**src/rtl/axil_cmd_master.sv**
```systemverilog
// AXI4-Lite initiator: turns a single-outstanding command/response port into
// AXI4-Lite write or read transactions, with a watchdog that aborts hung ones.
//
// state         | meaning
// --------------+-----------------------------------------------------------
// ST_IDLE       | waiting for a command; cmd_ready high
// ST_WADDR_DATA | AW and W valids driven, each drops after its own handshake
// ST_WRESP      | bready high, waiting for the B beat
// ST_RADDR      | arvalid high, waiting for the AR handshake
// ST_RDATA      | rready high, waiting for the R beat
// ST_RSP        | rsp_valid high, holding the response until rsp_ready
module axil_cmd_master #(
    parameter int ADDR_W         = 4,
    parameter int DATA_W         = 32,
    parameter int TIMEOUT_CYCLES = 256
) (
    input  logic              clk,
    input  logic              rst,
    input  logic              cmd_valid,
    output logic              cmd_ready,
    input  logic              cmd_write,
    input  logic [ADDR_W-1:0] cmd_addr,
    input  logic [DATA_W-1:0] cmd_wdata,
    input  logic [3:0]        cmd_wstrb,
    output logic              rsp_valid,
    input  logic              rsp_ready,
    output logic [DATA_W-1:0] rsp_rdata,
    output logic [1:0]        rsp_resp,
    output logic              rsp_timeout,
    output logic [ADDR_W-1:0] m_axi_awaddr,
    output logic              m_axi_awvalid,
    input  logic              m_axi_awready,
    output logic [2:0]        m_axi_awprot,
    output logic [DATA_W-1:0] m_axi_wdata,
    output logic [3:0]        m_axi_wstrb,
    output logic              m_axi_wvalid,
    input  logic              m_axi_wready,
    input  logic [1:0]        m_axi_bresp,
    input  logic              m_axi_bvalid,
    output logic              m_axi_bready,
    output logic [ADDR_W-1:0] m_axi_araddr,
    output logic              m_axi_arvalid,
    input  logic              m_axi_arready,
    output logic [2:0]        m_axi_arprot,
    input  logic [DATA_W-1:0] m_axi_rdata,
    input  logic [1:0]        m_axi_rresp,
    input  logic              m_axi_rvalid,
    output logic              m_axi_rready
);

    localparam logic [2:0] ST_IDLE       = 3'd0;
    localparam logic [2:0] ST_WADDR_DATA = 3'd1;
    localparam logic [2:0] ST_WRESP      = 3'd2;
    localparam logic [2:0] ST_RADDR      = 3'd3;
    localparam logic [2:0] ST_RDATA      = 3'd4;
    localparam logic [2:0] ST_RSP        = 3'd5;

    // Watchdog is a down-counter loaded on acceptance; expiry is the cycle it reads 1.
    localparam bit              WD_EN   = (TIMEOUT_CYCLES > 0);
    localparam int              WD_W    = WD_EN ? $clog2(TIMEOUT_CYCLES + 1) : 1;
    localparam logic [WD_W-1:0] WD_LOAD = WD_W'(TIMEOUT_CYCLES);
    localparam logic [WD_W-1:0] WD_ONE  = WD_W'(1);

    logic [2:0]        state_q, state_d;
    logic [ADDR_W-1:0] addr_q, addr_d;
    logic [DATA_W-1:0] wdata_q, wdata_d;
    logic [3:0]        wstrb_q, wstrb_d;
    logic              awvalid_q, awvalid_d;
    logic              wvalid_q, wvalid_d;
    logic              bready_q, bready_d;
    logic              arvalid_q, arvalid_d;
    logic              rready_q, rready_d;
    logic              rsp_valid_q, rsp_valid_d;
    logic [DATA_W-1:0] rsp_rdata_q, rsp_rdata_d;
    logic [1:0]        rsp_resp_q, rsp_resp_d;
    logic              rsp_timeout_q, rsp_timeout_d;
    logic [WD_W-1:0]   wd_q, wd_d;

    logic accept;
    logic busy;
    logic bus_rsp_hs;

    assign cmd_ready = (state_q == ST_IDLE) && !rst;
    assign accept    = cmd_valid && cmd_ready;
    assign busy      = (state_q != ST_IDLE) && (state_q != ST_RSP);
    // A B/R beat landing on the expiry cycle wins over the abort.
    assign bus_rsp_hs = ((state_q == ST_WRESP) && m_axi_bvalid && bready_q) ||
                        ((state_q == ST_RDATA) && m_axi_rvalid && rready_q);

    // Next-state, channel handshakes, response capture and watchdog abort.
    always_comb begin
        state_d       = state_q;
        addr_d        = addr_q;
        wdata_d       = wdata_q;
        wstrb_d       = wstrb_q;
        awvalid_d     = awvalid_q;
        wvalid_d      = wvalid_q;
        bready_d      = bready_q;
        arvalid_d     = arvalid_q;
        rready_d      = rready_q;
        rsp_valid_d   = rsp_valid_q;
        rsp_rdata_d   = rsp_rdata_q;
        rsp_resp_d    = rsp_resp_q;
        rsp_timeout_d = rsp_timeout_q;
        wd_d          = wd_q;

        case (state_q)
            ST_IDLE: begin
                if (accept) begin
                    addr_d  = cmd_addr;
                    wdata_d = cmd_wdata;
                    wstrb_d = cmd_wstrb;
                    wd_d    = WD_LOAD;
                    if (cmd_write) begin
                        awvalid_d = 1'b1;
                        wvalid_d  = 1'b1;
                        state_d   = ST_WADDR_DATA;
                    end else begin
                        arvalid_d = 1'b1;
                        state_d   = ST_RADDR;
                    end
                end
            end
            ST_WADDR_DATA: begin
                if (awvalid_q && m_axi_awready) awvalid_d = 1'b0;
                if (wvalid_q && m_axi_wready)   wvalid_d  = 1'b0;
                // A dropped valid means that channel has already completed.
                if (!awvalid_d && !wvalid_d) begin
                    bready_d = 1'b1;
                    state_d  = ST_WRESP;
                end
            end
            ST_WRESP: begin
                if (bus_rsp_hs) begin
                    rsp_resp_d    = m_axi_bresp;
                    rsp_rdata_d   = '0;
                    rsp_timeout_d = 1'b0;
                    rsp_valid_d   = 1'b1;
                    bready_d      = 1'b0;
                    state_d       = ST_RSP;
                end
            end
            ST_RADDR: begin
                if (arvalid_q && m_axi_arready) begin
                    arvalid_d = 1'b0;
                    rready_d  = 1'b1;
                    state_d   = ST_RDATA;
                end
            end
            ST_RDATA: begin
                if (bus_rsp_hs) begin
                    rsp_resp_d    = m_axi_rresp;
                    rsp_rdata_d   = m_axi_rdata;
                    rsp_timeout_d = 1'b0;
                    rsp_valid_d   = 1'b1;
                    rready_d      = 1'b0;
                    state_d       = ST_RSP;
                end
            end
            ST_RSP: begin
                if (rsp_ready) begin
                    rsp_valid_d = 1'b0;
                    state_d     = ST_IDLE;
                end
            end
            default: state_d = ST_IDLE;
        endcase

        if (WD_EN && busy) begin
            if ((wd_q == WD_ONE) && !bus_rsp_hs) begin
                awvalid_d     = 1'b0;
                wvalid_d      = 1'b0;
                bready_d      = 1'b0;
                arvalid_d     = 1'b0;
                rready_d      = 1'b0;
                rsp_resp_d    = 2'b10;
                rsp_rdata_d   = '0;
                rsp_timeout_d = 1'b1;
                rsp_valid_d   = 1'b1;
                wd_d          = '0;
                state_d       = ST_RSP;
            end else begin
                wd_d = wd_q - WD_ONE;
            end
        end
    end

    // State and output registers with synchronous reset.
    always_ff @(posedge clk) begin
        if (rst) begin
            state_q       <= ST_IDLE;
            addr_q        <= '0;
            wdata_q       <= '0;
            wstrb_q       <= '0;
            awvalid_q     <= 1'b0;
            wvalid_q      <= 1'b0;
            bready_q      <= 1'b0;
            arvalid_q     <= 1'b0;
            rready_q      <= 1'b0;
            rsp_valid_q   <= 1'b0;
            rsp_rdata_q   <= '0;
            rsp_resp_q    <= '0;
            rsp_timeout_q <= 1'b0;
            wd_q          <= '0;
        end else begin
            state_q       <= state_d;
            addr_q        <= addr_d;
            wdata_q       <= wdata_d;
            wstrb_q       <= wstrb_d;
            awvalid_q     <= awvalid_d;
            wvalid_q      <= wvalid_d;
            bready_q      <= bready_d;
            arvalid_q     <= arvalid_d;
            rready_q      <= rready_d;
            rsp_valid_q   <= rsp_valid_d;
            rsp_rdata_q   <= rsp_rdata_d;
            rsp_resp_q    <= rsp_resp_d;
            rsp_timeout_q <= rsp_timeout_d;
            wd_q          <= wd_d;
        end
    end

    assign rsp_valid     = rsp_valid_q;
    assign rsp_rdata     = rsp_rdata_q;
    assign rsp_resp      = rsp_resp_q;
    assign rsp_timeout   = rsp_timeout_q;
    assign m_axi_awaddr  = addr_q;
    assign m_axi_awvalid = awvalid_q;
    assign m_axi_awprot  = 3'b000;
    assign m_axi_wdata   = wdata_q;
    assign m_axi_wstrb   = wstrb_q;
    assign m_axi_wvalid  = wvalid_q;
    assign m_axi_bready  = bready_q;
    assign m_axi_araddr  = addr_q;
    assign m_axi_arvalid = arvalid_q;
    assign m_axi_arprot  = 3'b000;
    assign m_axi_rready  = rready_q;

endmodule

```
**config.mk**
```make
export PLATFORM = sky130hd
export DESIGN_NAME = axil_cmd_master
export DESIGN_NICKNAME = d
export VERILOG_FILES = /design/src/rtl/axil_cmd_master.sv
export SDC_FILE = /design/constraint.sdc
export NUM_CORES = 1
export LEC_CHECK = 0
export ABC_AREA = 1
export CAP_MARGIN = 20
export CORE_MARGIN = 2
export CORE_UTILIZATION = 37
export DETAILED_ROUTE_END_ITERATION = 8
export MAX_ROUTING_LAYER = met4
export PLACE_DENSITY = 0.83
export SYNTH_ARGS = -nofsm -noshare
export SYNTH_HDL_FRONTEND = slang
export SYNTH_SLANG_ARGS = --single-unit
```
**constraint.sdc**
```tcl
create_clock -name clk -period 1.5 [get_ports clk]
set_input_delay 0.3 -clock clk [delete_from_list [all_inputs] [get_ports clk]]
set_output_delay 0.3 -clock clk [all_outputs]
set_load 0.02 [all_outputs]
```
After elaboration in Yosys (flattened, before gate mapping)
Cells that the tools add are included.
Widths: inputs -> output; s select.
{"block": "word_totals", "regBits": 93, "output_inout_bits": 92, "inputBits": 86, "wordCells": 108}
{"block": "classes", "eq_ne": 7, "add_sub_neg": 1, "muxes": 62, "reduce_logical": 24}
{"op": "$mux 32", "n": 4}
{"op": "$pmux 32 s2", "n": 1}
{"op": "$mux 9", "n": 4}
{"op": "$mux 1", "n": 33}
{"op": "$mux 3", "n": 7}
{"op": "$pmux 3 s5", "n": 1}
{"op": "$logic_and 1x1->1", "n": 12}
{"op": "$pmux 1 s2", "n": 6}
{"op": "$mux 2", "n": 5}
{"op": "$eq 9x1->1 const B", "n": 1}
{"op": "$sub 9x1->9 const B", "n": 1}
{"op": "$eq 3x2->1 const B", "n": 2}
{"op": "$eq 3x3->1 const B", "n": 2}
{"op": "$logic_not 1->1", "n": 4}
{"op": "$pmux 2 s2", "n": 1}
{"op": "$reduce_and 2->1", "n": 2}
{"op": "$reduce_bool 2->1", "n": 2}
{"op": "$eq 3x1->1 const B", "n": 1}
{"op": "$logic_not 3->1", "n": 1}
{"op": "$ne 3x3->1 const B", "n": 1}
{"op": "$reduce_bool 3->1", "n": 1}
{"op": "$reduce_or 2->1", "n": 1}
{"op": "$logic_or 1x1->1", "n": 1}

Depth between registers and ports, before layout
Gate-level depths: netlist (run 1).
{"block": "logic_depth", "word_depth": 9, "ltp_mapped": 11, "ltp_nobuf": 10}

Worst setup path after synthesis (run 1)
Ideal clock, no wire load.
{"block": "synth_timing", "path_kind": "reg-to-reg", "startpoint": "register state_q[1]", "endpoint": "register wdata_q[12] (netlist: m_axi_wdata[12])", "stages_incl_launch_ff": 8, "setup_time_ns": 0.114, "path_slack_ns": 0.030, "path_buffers": 1, "synth_period_minus_slack_ns": 1.470, "arrival_time_ns": 1.356, "cell_sequence": "dfxtp_1 > nor2_4 > nand2_2 > nor2_2 > nand2_1 > clkbuf_1 > nand3_1 > nand2_1"}
{"block": "synth_between", "elab_chain_cells": 4}
{"element": "start, declared", "line": "64", "text": "logic [2:0] state_q, state_d;"}
{"element": "start signal, assigned", "line": "206", "text": "state_q <= state_d;"}
{"element": "$logic_not 3->1", "line": "83", "text": "assign cmd_ready = (state_q == ST_IDLE) && !rst;"}
{"element": "$logic_and 1x1->1", "line": "83"}
{"element": "via cmd_ready", "line": "20", "text": "output logic cmd_ready,"}
{"element": "$logic_and 1x1->1", "line": "84", "text": "assign accept = cmd_valid && cmd_ready;"}
{"element": "$reduce_and 2->1 (no source line)"}
{"element": "end signal, assigned", "line": "208", "text": "wdata_q <= wdata_d;"}
{"element": "end, declared", "line": "66", "text": "logic [DATA_W-1:0] wdata_q, wdata_d;"}
The timed path passes the listed nets, and every way through them passes these cells.
A chain may end at the register's enable or synchronous reset.

Final worst setup path (run 1)
{"block": "layout_timing", "startpoint": "register wd_q[1]", "endpoint": "register rsp_rdata_q[24] (netlist: rsp_rdata[24])"}
{"block": "layout_between", "elab_chain_cells": 4}
{"element": "start, declared", "line": "77", "text": "logic [WD_W-1:0] wd_q, wd_d;"}
{"element": "start signal, assigned", "line": "219", "text": "wd_q <= wd_d;"}
{"element": "$eq 9x1->1", "line": "170", "text": "if ((wd_q == WD_ONE) && !bus_rsp_hs) begin"}
{"element": "$logic_and 1x1->1", "line": "170"}
{"element": "$mux 32", "line": "170"}
{"element": "$mux 32", "line": "169", "text": "if (WD_EN && busy) begin"}
{"element": "end signal, assigned", "line": "216", "text": "rsp_rdata_q <= rsp_rdata_d;"}
{"element": "end, declared", "line": "74", "text": "logic [DATA_W-1:0] rsp_rdata_q, rsp_rdata_d;"}
Every way passes these cells.

==> impl_summary.md, run 1 <==
Final layout
The count of inserted antenna diode cells is 0. The synthesis-to-layout area growth is 62.0%. The finished layout holds 851 standard cells, fillers aside. For this run, the share of the core covered by cells in the final layout is 0.607. After routing the design area is 6180 µm².

The final layout net count is 798. In the final layout, the share of cells above drive strength 1 is 0.173.

Timing
The maximum clock rate is 0.646 GHz. The total count of max-transition violations in the final report is 0. Across all setup checks in the final design, the least slack found is -0.0475 ns. The clock arrives with 0.0152 ns of skew. Setup repair after global routing could not meet its margin everywhere. The hold violation total from the final report is 0. The final setup violation count is 22. In the finished design, the share of the clock period the worst path needs comes to 1.03. The time the worst path needs with I/O delays and setup is 1.55 ns.

Floorplan
The initial utilization of the core area, before any placement, comes to 0.374. In this run the core area contains 37 standard-cell rows. The core region is 10,200 µm². The floorplan step defined a die boundary enclosing 11,100 µm².

The floorplan step set the die height to 106 µm. The number of top-level pins is 178. The die is 106 µm wide.

Clocking
For this design, the sink count on the clock tree is 93. The later pin in the worst-skew pair is clocked with a latency of 0.36 ns. In this run, post-CTS hold repair placed 0 buffers.

The H-tree depth reported by CTS is 3. The clock edge transition at the registers on the reported setup and hold paths is 0.10 ns. The clock passes through at most 2 buffers. TritonCTS built the clock tree. The TritonCTS buffer count is 9. The root buffer cell chosen for the clock tree is sky130_fd_sc_hd__clkbuf_8.

Power and ir drop
The largest vdd supply drop is 0.000704 V. The leakage power figure is 2.92 nW. The post-layout total power is 7.79 mW.

The power density of the placed cells is 1260 nW/µm².

Global routing
The global-route wire length before repair is 18.0 mm. For this run, the total global-route usage over all layers was measured as 0.204. The initial antenna violation count is 0.

The total overflow left after global routing is 0. Entering global routing, the biggest net connects 31 pins. The number of global-route vias before repair is 4,023.

Yosys
The cell accounting for the most synthesized area is sky130_fd_sc_hd__dfxtp_1. The synthesis warning total is 0. Synthesis handed over a netlist of 508 instances. The cell area that synthesis handed to floorplanning was 3810 µm². The top-area cell type share of the netlist area is 0.488. The average footprint of a synthesized cell is 7.51 µm². The count of different cell masters after synthesis is 30. The part of the Yosys area used for sequential elements is 0.488. The number of synthesized register bits is 93. After synthesis, the cell types taking the most area are sky130_fd_sc_hd__dfxtp_1 (49%), sky130_fd_sc_hd__nand2_1 (19%), sky130_fd_sc_hd__nand3_1 (7.2%).

Critical path
The setup slack of the most critical reg-to-reg path is -0.05 ns. The largest fanout of any net on the critical path is 6. Data on the critical path is required at its endpoint by 1.75 ns.

The setup path with the least slack is of type flip-flop to flip-flop. STA puts the critical path data arrival time at 1.80 ns. The launching element type of the critical path is a flip-flop. The nature of the critical path endpoint is a flip-flop. The depth of the most critical reg-to-reg path is 12.

Detailed routing
Once detail routing completed, the nets flagged for antenna violations numbered 0. The routed via count divided by cell count is 4.78. The total via count after detailed routing is 4,069.

The first detailed-routing pass took 4 iterations. The average wire per standard cell is 13.3 µm. The number of DRC markers after the initial detailed-route iteration is 226. The total routed wirelength is 11.3 mm. The DRC violation count after routing is 0.

Placement
The worst setup timing slack at the placement stage is -0.284 ns. In this run the tool buffered the top-level ports with 171 buffer cells. At the end of routability-driven placement, the weighted congestion stood at 0.803. In this run, placement finished with an instance count of 824. The post-place instance area is 5800 µm².

The detailed placer's ending HPWL is 8.06 mm.

Run status
The run finished, with violations left. The checks that failed: negative setup slack.

Hold path
The number of instances on the worst hold path is 2. The path category of the worst min-delay check is flip-flop to flip-flop.

Run
The tool flagged a number of max-cap violations equal to 0.
worst paths after layout:
path / from / to
worst max register to register: wd_q[1]$_SDFFE_PP0P_ / rsp_rdata[24]$_SDFF_PP0_
worst min-delay path: rsp_rdata[28]$_SDFF_PP0_ / rsp_rdata[28]$_SDFF_PP0_
worst max-delay path: wd_q[1]$_SDFFE_PP0P_ / rsp_rdata[24]$_SDFF_PP0_
worst min register to register: rsp_rdata[28]$_SDFF_PP0_ / rsp_rdata[28]$_SDFF_PP0_
sequential cells by signal (all words and copies together), names as in the netlist:
| register | cells |
|---|---|
| m_axi_araddr | 4 |
| m_axi_arvalid | 1 |
| m_axi_awvalid | 1 |
| m_axi_bready | 1 |
| m_axi_rready | 1 |
| m_axi_wdata | 32 |
| m_axi_wstrb | 4 |
| m_axi_wvalid | 1 |
| rsp_rdata | 32 |
| rsp_resp | 2 |
| rsp_timeout | 1 |
| rsp_valid | 1 |
| state_q | 3 |
| wd_q | 9 |
worst max-delay path, stage by stage, from the launching register on:
cell                      delay [ns]
sky130_fd_sc_hd__dfxtp_2        0.34
sky130_fd_sc_hd__inv_2          0.06
sky130_fd_sc_hd__ha_4           0.12
sky130_fd_sc_hd__inv_2          0.03
sky130_fd_sc_hd__nor2_2         0.08
sky130_fd_sc_hd__nand2_1        0.06
sky130_fd_sc_hd__nor2_2         0.13
sky130_fd_sc_hd__buf_4          0.14
sky130_fd_sc_hd__nand3_4        0.10
sky130_fd_sc_hd__nand2_8        0.10
sky130_fd_sc_hd__buf_12         0.12
sky130_fd_sc_hd__buf_16         0.12
sky130_fd_sc_hd__a21oi_2        0.03
per-stage QoR:
stage / hold slack [ns] / setup TNS (ns)
after global routing: 0.464 / -4.02
after global placement: 0.448 / -13.37
after detailed placement: 0.453 / -16.49
after floorplan: 0.369 / 0
final: 0.463 / -0.758
after CTS: 0.450 / -2.41
what timing repair did:
action                     4_1_cts  5_1_grt
setup endpoints to repair      122       82
pin swaps                        5       12
buffers inserted                11        3
resized for setup              109       34
gates cloned                     3        0
final cells by class:
| type | count | area, µm² |
|---|---|---|
| Fill cell | 885 | 4010 |
| Multi-Input combinational cell | 362 | 1800 |
| Tap cell | 136 | 170 |
| Timing Repair Buffer | 221 | 2070 |
| Sequential cell | 93 | 1870 |
| Clock inverter | 5 | 42.5 |
| Clock buffer | 11 | 141 |
| Inverter | 23 | 90.1 |
layer usage:
| metal | GRT usage | vias to the layer above | share of wire |
|---|---|---|---|
| met5 | - | - | 0 |
| met3 | 0.0414 | 26 | 0.070 |
| li1 | - | 2014 | - |
| met4 | 0.0855 | 0 | 0.028 |
| met2 | 0.347 | 169 | 0.48 |
| met1 | 0.233 | 1860 | 0.43 |
cell usage after synthesis (all sizes together):
cell,count
xor2,1
a31oi,2
nand4,2
nor2,30
nand2,196
nand3b,2
clkbuf,12
nand3,56
dfxtp,93
ha,2
a21oi,48
nor3,1
xnor2,3
o211ai,2
buf,23
o21ai,8
inv,22
nor4,1
conb,1
clkinv,1
or2,2
report_power, final:
part | internal (mW) | switching (mW) | total, mW | leakage (nW)
clock network | 0.668 | 0.924 | 1.59 | 0.0905
logic | 1.45 | 1.74 | 3.19 | 2.07
registers | 2.81 | 0.201 | 3.01 | 0.760
layout by cell type, fill, tap and decap left out, types with 3 or more instances in the layout:
master,netlist,final
sky130_fd_sc_hd__nor2_2,1,4
sky130_fd_sc_hd__xnor2_1,3,3
sky130_fd_sc_hd__dfxtp_1,93,89
sky130_fd_sc_hd__inv_1,18,15
sky130_fd_sc_hd__clkbuf_8,0,10
sky130_fd_sc_hd__a21oi_1,38,25
sky130_fd_sc_hd__buf_4,11,41
sky130_fd_sc_hd__buf_6,5,4
sky130_fd_sc_hd__o21ai_0,8,7
sky130_fd_sc_hd__nor2_4,3,4
sky130_fd_sc_hd__dfxtp_2,0,4
sky130_fd_sc_hd__a21oi_2,10,23
sky130_fd_sc_hd__nand2_2,4,4
sky130_fd_sc_hd__nand2_1,192,190
sky130_fd_sc_hd__inv_2,4,7
sky130_fd_sc_hd__nor2_1,26,22
sky130_fd_sc_hd__clkdlybuf4s50_1,0,85
sky130_fd_sc_hd__conb_1,1,6
sky130_fd_sc_hd__nand3_1,55,51
sky130_fd_sc_hd__dlygate4sd2_1,0,85
sky130_fd_sc_hd__nand3_2,0,3
logic make-up (layout without fill, tap and decap cells):
kind of cell / count (synthesis) / count (layout) / synth area share
adder cells (fa/ha/maj): 2 / 2 / 0.00656
other: 1 / 6 / 0.000983
XOR/XNOR: 4 / 4 / 0.00919
AO/OA/AOI/OAI: 60 / 60 / 0.0905
flip-flops: 93 / 93 / 0.488
buffers and inverters: 58 / 260 / 0.0827
AND/OR/NAND/NOR: 290 / 290 / 0.322
No activity file was read; power rests on OpenSTA's default activity.
==> run 2: changes to the inputs <==
- CORE_ASPECT_RATIO: default -> 0.7
- CORE_MARGIN: 2 -> 1
==> run 2 against run 1 <==
The run now ends clean. First-iteration DRC count fell by 53%. Utilization grew 3.8 points. Worst hold slack worse by 0.0041 ns. Critical path depth fell by 5. Wire length grew 5.1%. Final cell count is 1.2% lower. Register-to-register slack better by 0.07 ns. Cell area grew 2.5%. Count of clock-buffer cells in the layout shrank 1. Critical endpoint is now m_axi_awvalid$_SDFF_PP0_. Largest cell class unchanged.
==> impl_summary.md, run 2 (synthesized netlist as in run 1, its figures left out) <==
Detailed routing
The number of iterations in the first detailed-routing pass is 4 (unchanged). The antenna violation net count after detailed routing is 0 (unchanged). The total routed wirelength is 11.9 mm (+5.1%). The DRC violation count after routing is 0 (unchanged). The number of DRC markers after the initial detailed-route iteration was 107 (-53%).

The total via count after detailed routing is 4,059 (-0.25%). The routed via count divided by cell count is 4.83 (+0.94%). The average wire per standard cell is 14.1 µm (+6.3%).

Critical path
The depth of the most critical reg-to-reg path is 9 (-3). The worst setup path is captured at a flip-flop. The launch point of the worst path is rst. The total buffers and inverters traversed by the critical path was 5 (unchanged). The cell class contributing the biggest share of worst-path delay is buffers and inverters.

The largest fanout of any net on the critical path is 12 (+6). The critical path data required time was 1.73 ns (-0.02 ns). The launching element type of the critical path is an input port. Traced cell by cell, the critical path runs through clkdlybuf4s50_1 > buf_6 > clkinvlp_4 > buf_4 > nand2_8 > clkbuf_16 > nor2_2.

The worst register-to-register path ends at m_axi_awvalid$_SDFF_PP0_. The worst setup path endpoint is m_axi_awvalid$_SDFF_PP0_. The startpoint of the lowest-slack register-to-register path is state_q[0]$_SDFF_PP0_. The depth of the critical timing path with buffers and inverters included is 7 (-5). The setup path with the least slack is of type input port to flip-flop.

The library cell contributing the largest single delay on the critical path is sky130_fd_sc_hd__clkdlybuf4s50_1. The delay of the slowest critical-path stage is 0.54 ns (+0.20 ns). The setup slack of the most critical reg-to-reg path is 0.02 ns (+0.07 ns). The data arrival time of the worst path is 1.72 ns (-0.08 ns).

Power and ir drop
The switching power is 2.89 mW (+0.90%). The combinational cell fraction of total power is 0.382 (-0.028). The power density of the placed cells is 1330 nW/µm² (+5.4%). The leakage power figure is 3.00 nW (+2.7%).

The clock group share of total power is 0.260 (+0.056). The switching share of power is 0.344 (-0.0246). The fraction of power consumed by sequential logic is 0.358 (-0.028). The largest vdd supply drop is 0.000680 V (-3.4%).

The internal portion of total power is 5.53 mW (+12%). The post-layout total power is 8.42 mW (+8.1%).

Final layout
In the layout the commonest cells are sky130_fd_sc_hd__nand2_1 (190), sky130_fd_sc_hd__dfxtp_1 (89), sky130_fd_sc_hd__clkdlybuf4s50_1 (85), sky130_fd_sc_hd__dlygate4sd2_1 (85), sky130_fd_sc_hd__nand3_1 (52). The count of inserted antenna diode cells is 0 (unchanged). The most common cell after layout, fill and taps aside is sky130_fd_sc_hd__nand2_1. The final layout net count was 797 (-0.13%). The share of layout cells above drive strength 1 was 0.170 (-0.00372).

The area growth from synthesis to layout is 66.1%. The end-of-flow core utilization is 0.644 (+0.0375). The filler-free cell count of the finished design is 841 (-1.2%). The number of filler cells placed in the layout came to 841 (-5.0%).

Clocking
In this run the clock root is driven by a sky130_fd_sc_hd__clkbuf_16. The clock edge transition at the registers on the reported setup and hold paths is 0.06 ns (-0.04 ns). The total of hold buffers inserted after clock tree synthesis is 0 (unchanged). The TritonCTS buffer count is 9 (unchanged). TritonCTS built the clock tree.

The clock latency reported for the late side of the worst-skew pair is 0.33 ns (-0.03 ns). The CTS sink count is 93 (unchanged). The maximum count of clock buffers along a single path is 2 (unchanged). The H-tree depth reported by CTS was 3 (unchanged).

Timing
The final clock period utilization by the worst path came to 0.996 (-0.0360). The time the worst path needs with I/O delays and setup is 1.49 ns (-0.0540 ns). The total count of max-transition violations in the final report came to 0 (unchanged). The hold violation total from the final report was 0 (unchanged). The final setup violation count is 0 (-100%).

Setup repair after global routing could not meet its margin everywhere. The maximum clock rate is 0.670 GHz (+3.6%). The least setup slack across all paths after layout is 0.00649 ns (+0.0540 ns). The worst hold slack after final layout is 0.459 ns (-0.00408 ns). The final clock skew was 0.00569 ns (-0.00952 ns).

Floorplan
The cell row count was 30 (-19%). The overall die area was 10,700 µm² (-3.7%). The width of the die came to 123 µm (+17%). The number of top-level pins came to 178 (unchanged). The standard cell core area was 9830 µm² (-3.4%). The overall die height came to 86.9 µm (-18%). The initial core utilization is 0.388 (+0.0133).

Global routing
The maximum number of pins on one net before global-route repair is 42 (+35%). The number of global-route vias before repair was 3,768 (-6.3%). The initial antenna violation count is 0 (unchanged).

The layer with the highest usage after global routing is met2. The routing usage on met3 is 0.0648 (+0.0234). The total track usage is 0.216 (+0.0120). The remaining global-route overflow came to 0 (unchanged). The fraction of met2 tracks used by global routing is 0.354 (+0.00749).

The global-route wire length before repair is 17.5 mm (-2.6%). The met1 demand-to-capacity share in global routing is 0.247 (+0.0136).

Placement
The worst setup timing slack at the placement stage came to -0.276 ns (+0.00711 ns). The detailed placer's ending HPWL was 8.07 mm (+0.11%). The number of buffers added on ports came to 171 (unchanged).

The cell count after placement was 813 (-1.3%). The final weighted congestion in routability-driven placement is 0.839 (+4.5%).

Run
The number of maximum-capacitance violations is 0 (unchanged).

Run status
The flow ran to the end, and the final reports show no timing, DRC or antenna violations.

Hold path
The path category of the worst min-delay check is flip-flop to flip-flop.
run 2: worst min path at each step:
stage | start | slack [ns] | cells past startpoint | endpoint
finish | rsp_rdata[13]$_SDFF_PP0_ | 0.46 | 2 | rsp_rdata[13]$_SDFF_PP0_
global route | rsp_rdata[13]$_SDFF_PP0_ | 0.47 | 2 | rsp_rdata[13]$_SDFF_PP0_
CTS | rsp_rdata[7]$_SDFF_PP0_ | 0.47 | 2 | rsp_rdata[7]$_SDFF_PP0_
detailed placement | rsp_rdata[12]$_SDFF_PP0_ | 0.46 | 2 | rsp_rdata[12]$_SDFF_PP0_
global placement | rsp_rdata[12]$_SDFF_PP0_ | 0.45 | 2 | rsp_rdata[12]$_SDFF_PP0_
floorplan | rst | 0.37 | 1 | rsp_valid$_SDFF_PP0_
run 2: final cells by class:
type | instances | area [µm²] | share of cell area
Multi-Input combinational cell | 362 | 1810 | 0.286
Sequential cell | 93 | 1870 | 0.295
Clock inverter | 5 | 52.6 | 0.00829
Timing Repair Buffer | 220 | 2120 | 0.335
Inverter | 23 | 92.6 | 0.0146
Tap cell | 128 | 160 | 0.0253
Clock buffer | 10 | 229 | 0.0361
run 2: power groups by stage:
| stage | logic [mW] | clock network [mW] | registers [mW] |
|---|---|---|---|
| floorplan | 1.40 | 0 | 3.31 |
| global placement | 2.88 | 0 | 3.04 |
| detailed placement | 2.98 | 0 | 3.05 |
| CTS | 2.97 | 2.24 | 3.00 |
| global route | 3.51 | 2.35 | 3.06 |
| finish | 3.22 | 2.19 | 3.02 |
run 2: tightest hold or removal path: stages, from the launching register on:
cell and delay, ns:
sky130_fd_sc_hd__dfxtp_1 0.30, sky130_fd_sc_hd__nand2_1 0.06, sky130_fd_sc_hd__a21oi_1 0.05
run 2: stage by stage:
| step | TNS (ns) | area [µm²] |
|---|---|---|
| 2_1_floorplan | 0 | 3830 |
| 3_3_place_gp | -14.57 | 5810 |
| 3_5_place_dp | -16.75 | 5810 |
| 4_1_cts | 0 | 6060 |
| 5_1_grt | -1.16 | 6340 |
| 6_report | 0 | 6340 |
run 2: metal layers:
| layer | vias up | wire (µm) |
|---|---|---|
| li1 | 2009 | - |
| met1 | 1859 | 5120 |
| met2 | 167 | 5580 |
| met3 | 24 | 908 |
| met4 | 0 | 246 |
| met5 | - | 0 |
run 2: repair_timing:
item	CTS	global route
pin swaps	3	7
resized for setup	98	41
buffers inserted	3	6
setup endpoints to repair	133	54
gates cloned	1	3
